File: config.mk
export PLATFORM = sky130hd
export DESIGN_NAME = ct_cross_arbiter
export DESIGN_NICKNAME = d
export VERILOG_FILES = /design/src/rtl/ct_cross_arbiter.sv
export SDC_FILE = /design/constraint.sdc
export NUM_CORES = 1
export LEC_CHECK = 0
export BUFFER_PORTS_ARGS = -buffer_cell sky130_fd_sc_hd__buf_2
export CAP_MARGIN = 10
export CELL_PAD_IN_SITES_DETAIL_PLACEMENT = 0
export CELL_PAD_IN_SITES_GLOBAL_PLACEMENT = 1
export CORE_MARGIN = 8
export CORE_UTILIZATION = 25
export DETAILED_ROUTE_END_ITERATION = 6
export GPL_ROUTABILITY_DRIVEN = 0
export PLACE_DENSITY = 0.75
export SETUP_SLACK_MARGIN = 0.05
export SLEW_MARGIN = 0
export SYNTH_ARGS = -nofsm -noshare
export SYNTH_HDL_FRONTEND = slang
export SYNTH_SLANG_ARGS = --single-unit
File: constraint.sdc
create_clock -name clk -period 1.9 [get_ports clk]
set_clock_uncertainty 0.2 [all_clocks]
set_input_delay 0.38 -clock clk [delete_from_list [all_inputs] [get_ports clk]]
set_output_delay 0.38 -clock clk [all_outputs]
set_load 0.02 [all_outputs]
File: src/rtl/ct_cross_arbiter.sv
// ---------------------------------------------------------------------------
// ct_cross_arbiter
//
// Round-robin, packet-aware arbiter that funnels NI requester streams into
// the single write port of a clock-crossing FIFO. One requester wins per
// packet (or per beat). Its beat is registered and tagged with the source
// index, so the far side of the crossing can demultiplex it.
//
// Configuration macro:
//   CT_ARB_PKT_LOCK_EN  defined   : the winner keeps the channel until its
//                                   end-of-packet beat (packet lock).
//                       undefined : per-beat round-robin. i_eop is still
//                                   forwarded to o_eop.
//
// Parameters:
//   NI     number of requesters (2..16)
//   WIDTH  payload width per beat
//   SW     source-index width, derived as $clog2(NI)
//
// Ports:
//   clk      in   crossing FIFO write clock
//   arst     in   asynchronous active-high reset
//   i_data   in   NI*WIDTH  requester payloads, requester k at [k*WIDTH +: WIDTH]
//   i_valid  in   NI        per-requester beat valid
//   i_eop    in   NI        per-requester end-of-packet, qualified by i_valid
//   o_ready  out  NI        per-requester accept, at most one bit high
//   o_data   out  WIDTH     registered winning payload
//   o_eop    out  1         registered end-of-packet flag
//   o_src    out  SW        registered source index of o_data
//   o_valid  out  1         output beat valid
//   i_ready  in   1         downstream (crossing FIFO) accept
// ---------------------------------------------------------------------------
module ct_cross_arbiter #(
    parameter  int NI    = 4,
    parameter  int WIDTH = 32,
    localparam int SW    = $clog2(NI)
) (
    input  logic                clk,
    input  logic                arst,
    input  logic [NI*WIDTH-1:0] i_data,
    input  logic [NI-1:0]       i_valid,
    input  logic [NI-1:0]       i_eop,
    output logic [NI-1:0]       o_ready,
    output logic [WIDTH-1:0]    o_data,
    output logic                o_eop,
    output logic [SW-1:0]       o_src,
    output logic                o_valid,
    input  logic                i_ready
);

    typedef enum logic {
        ST_IDLE = 1'b0,
        ST_LOCK = 1'b1
    } state_t;

    state_t           r_state;
    state_t           w_state_nxt;
    logic             r_run;
    logic [SW-1:0]    r_last;
    logic [SW-1:0]    r_owner;
    logic             r_valid;
    logic [WIDTH-1:0] r_data;
    logic             r_eop;
    logic [SW-1:0]    r_src;

    logic             w_ld;
    logic             w_rr_found;
    logic [SW-1:0]    w_rr_sel;
    logic [SW-1:0]    w_sel;
    logic             w_xfer;
    logic             w_sel_eop;
    logic [WIDTH-1:0] w_sel_data;

    // The output register may load when it is empty or is being drained this cycle.
    assign w_ld = r_run & (i_ready | ~r_valid);

    // Rotating search starting just after the last packet winner, so the
    // requester that finished most recently has the lowest priority.
    always_comb begin
        // NOTE: every combinational output gets a default before any branch;
        // a path that leaves a signal unassigned would infer a latch.
        w_rr_found = 1'b0;
        w_rr_sel   = '0;
        for (int i = 1; i <= NI; i++) begin
            logic [SW:0] w_cand;
            w_cand = {1'b0, r_last} + (SW+1)'(i);
            if (w_cand >= (SW+1)'(NI)) begin
                w_cand = w_cand - (SW+1)'(NI);
            end
            if (!w_rr_found && i_valid[w_cand[SW-1:0]]) begin
                w_rr_found = 1'b1;
                w_rr_sel   = w_cand[SW-1:0];
            end
        end
    end

    assign w_sel = (r_state == ST_LOCK) ? r_owner : w_rr_sel;

    // In LOCK only the owner is offered the slot. If the owner stalls, the
    // cycle is a bubble and no other requester is considered.
    always_comb begin
        o_ready = '0;
        if (r_state == ST_LOCK) begin
            o_ready[r_owner] = w_ld;
        end else if (w_rr_found) begin
            o_ready[w_rr_sel] = w_ld;
        end
    end

    assign w_xfer     = |(o_ready & i_valid);
    assign w_sel_eop  = i_eop[w_sel];
    assign w_sel_data = i_data[w_sel*WIDTH +: WIDTH];

    // Next-state logic. Without packet lock the FSM never leaves IDLE.
    always_comb begin
        w_state_nxt = r_state;
`ifdef CT_ARB_PKT_LOCK_EN
        if (w_xfer) begin
            case (r_state)
                ST_IDLE: if (!w_sel_eop) w_state_nxt = ST_LOCK;
                ST_LOCK: if (w_sel_eop)  w_state_nxt = ST_IDLE;
                default: w_state_nxt = ST_IDLE;
            endcase
        end
`endif
    end

    // NOTE: sequential state uses non-blocking assignments only, so every
    // flop samples pre-edge values regardless of the order of statements.
    always_ff @(posedge clk or posedge arst) begin
        if (arst) begin
            r_state <= ST_IDLE;
        end else begin
            r_state <= w_state_nxt;
        end
    end

    // NOTE: the payload register is reset as well as the control flops,
    // because its reset value is visible on o_data/o_src before the first beat.
    always_ff @(posedge clk or posedge arst) begin
        if (arst) begin
            r_run   <= 1'b0;
            r_last  <= SW'(NI-1);
            r_owner <= '0;
            r_valid <= 1'b0;
            r_data  <= '0;
            r_eop   <= 1'b0;
            r_src   <= '0;
        end else begin
            r_run <= 1'b1;
            if (w_ld) begin
                if (w_xfer) begin
                    r_valid <= 1'b1;
                    r_data  <= w_sel_data;
                    r_eop   <= w_sel_eop;
                    r_src   <= w_sel;
                end else begin
                    // Drained with nothing to replace it; the payload keeps its last value.
                    r_valid <= 1'b0;
                end
            end
`ifdef CT_ARB_PKT_LOCK_EN
            if (w_xfer && r_state == ST_IDLE && !w_sel_eop) begin
                r_owner <= w_sel;
            end
            if (w_xfer && w_sel_eop) begin
                r_last <= w_sel;
            end
`else
            if (w_xfer) begin
                r_last <= w_sel;
            end
`endif
        end
    end

    assign o_valid = r_valid;
    assign o_data  = r_data;
    assign o_eop   = r_eop;
    assign o_src   = r_src;

endmodule

==> run metrics <==
status complete, but fails checks; failing checks negative setup slack; Clock Tree Buf Depth 2; critical path data required time 1.32 ns; Clock Sinks 39; io pins 179; vias in the first global route 3,411; placed cells 579; Max Fclk 470 MHz; Buffers on Ports 178; post-synthesis sequential area ratio 0.409; worst hold slack 0.124 ns; minimum clock period ~2.1 ns; Setup Crit Path Kind reg -> out; Final #Nets about 600; chip width 114 um; Vias 2,994; total CTS buffers 5; Synth Warn # 2; Hold Crit Class in -> reg; Synth area leader dfrtp_1; final std cells w/o fill a little under 600; total power divided by cell area 1050 nW/um^2; Leak between 1.5 and 2 nW; Final period util 1.12; Hold Fails Final Rpt 0; layout cell share with drive strength beyond 1 0.578; CTS tree yes; Inserted Diodes 0; Detail Route Antenna Nets 0; Multi-input gate area 1570 um^2; Final Core Density 0.438; post-synth top area share 0.387; Root Buffer clkbuf_8; Worst slew margin 0.641; total iterations of the first detailed-routing run 4; Wirelength per Cell 18.1 um; largest cells by area after synthesis dfrtp_1 39%, a221oi_1 12%, o211ai_1 11%; pre-CTS WS -0.199 ns; pin count of the biggest net entering global routing 22; synthesized netlist cell count between 200 and 300; Worst VDD drop 0.429 mV; Worst EP arrival 1.55 ns; Core Rows 35; Starting Density 0.259; final WL 10,700 um; crit-path max FO 7; Pins Over Slew Limit 0; Via density 5.04; Mean Syn Cell Area 8.73 um^2; Yosys reg bits 39; flip-flop and latch area 978 um^2; area of the core around 9200 um^2; hpwl dp about 8300 um; Mapped Area 2390 um^2; Post-Syn Nets 413; gr ovfl total 0; first-pass GRT wire length ~17,000 um; DRC violation count after routing 0; initial antenna violation count 0; worst slew pin tran 0.535 ns; Clk pin slew, worst setup/hold paths around 0.080 ns; Synth cell types 34; Die Y roughly 110 um; Worst setup SP type register; Die Footprint 12,900 um^2; Final Setup Violations 37; htree depth 2; CP endpoint kind primary output; setup TNS -4.11 ns; fin worst setup slack -0.226 ns; Overall Global Routing Usage 0.163; detailed router's first-iteration violation count 123; max_cap viols 0; RSZ-0062 raised after global routing yes; latest clock arrival within the worst-skew pair 0.29 ns; # fillers 970; area grow syn2layout 69.1%
final cells by class:
type | count | share of cell area
well taps | 129 | 0.0399
clock buffers | 8 | 0.0248
repair buffers | 211 | 0.302
multi-input cells | 204 | 0.389
flip-flops and latches | 39 | 0.242
inverters | 3 | 0.00278
worst paths after layout:
check	start	end	slack (ns)	depth (start not counted)
min in group asynchronous	arst	o_src[1]	0.41	3
setup reg to reg	r_last[1]	o_data[15]	-0.13	7
setup / recovery	r_last[1]	o_ready[2]	-0.23	6
hold reg to reg	o_src[1]	o_src[1]	0.29	2
max in group asynchronous	arst	o_data[3]	0.48	4
hold / removal	i_data[49]	o_data[17]	0.12	3
Yosys cell counts (all sizes together):
master    n
a211oi    1
a21oi     2
a221oi   33
a31oi    33
a32o      1
and2      1
and3      2
buf      19
clkbuf    9
conb      1
dfrtp    37
dfstp     2
inv       3
nand2    41
nand2b    2
nand3     1
nand3b    1
nor2     35
nor2b     1
nor3b     1
o211a     1
o211ai   36
o21ai     4
o21ba     2
o22ai     1
o2bb2ai   1
or2       1
or3       1
or4       1
placed cells by master, fill, tap and decap left out, types with 2 or more instances in the layout:
master and count:
dfstp_2 2, nand2_1 40, clkbuf_8 7, o21ai_0 2
buf_4 27, a221oi_4 6, and3_4 2, dfrtp_1 37
a221oi_2 27, nor2_1 33, nand2b_1 2, buf_6 5
buf_12 4, buf_2 174, o211ai_1 35, a31oi_1 33
power by group:
| part | switching, W | total, W | leakage (nW) | internal (W) |
|---|---|---|---|---|
| sequential | 0.000162 | 0.00128 | 0.438 | 0.00112 |
| clock | 0.000305 | 0.000637 | 0.0515 | 0.000332 |
| combinational | 0.00141 | 0.00233 | 1.33 | 0.000924 |
what timing repair did:
action                                  CTS  global route
pin swaps                                17            15
hold endpoints to repair                 11             0
resized for setup                        56             6
buffers inserted                          5             1
endpoints found under the setup margin   19            39
hold buffers                              1             0
per-stage QoR:
stage          cell area (um^2)  power, W
2_1_floorplan              2410   0.00251
3_5_place_dp               3530   0.00330
6_report                   4040   0.00425
3_3_place_gp               3530   0.00329
4_1_cts                    3970   0.00423
5_1_grt                    4040   0.00455
critical path, cell delays in order (launching register included):
cell	delay, ns
dfstp_2	0.61
buf_6	0.13
a21oi_2	0.05
o211a_1	0.24
nand2_2	0.08
inv_2	0.04
buf_6	0.12
flip-flops by register name, summed over array words and instances, names as in the netlist:
name	cells
o_data	32
o_src	2
r_last	2
o_eop	1
o_valid	1
r_run	1
kinds of logic after synthesis:
logic type	after synthesis	share of synthesized area
compound gates	115	0.363
buf+inv	31	0.0691
flops	39	0.409
other cells	1	0.00157
simple gates	88	0.158
metal layers:
metal  track usage  part of all wire  vias up
met5             0                 0        -
met1         0.195              0.42     1412
li1              -                 -     1445
met4        0.0284            0.0050        0
met3        0.0502             0.079        6
met2         0.280              0.49      131
(Power assumes the default switching activity.)
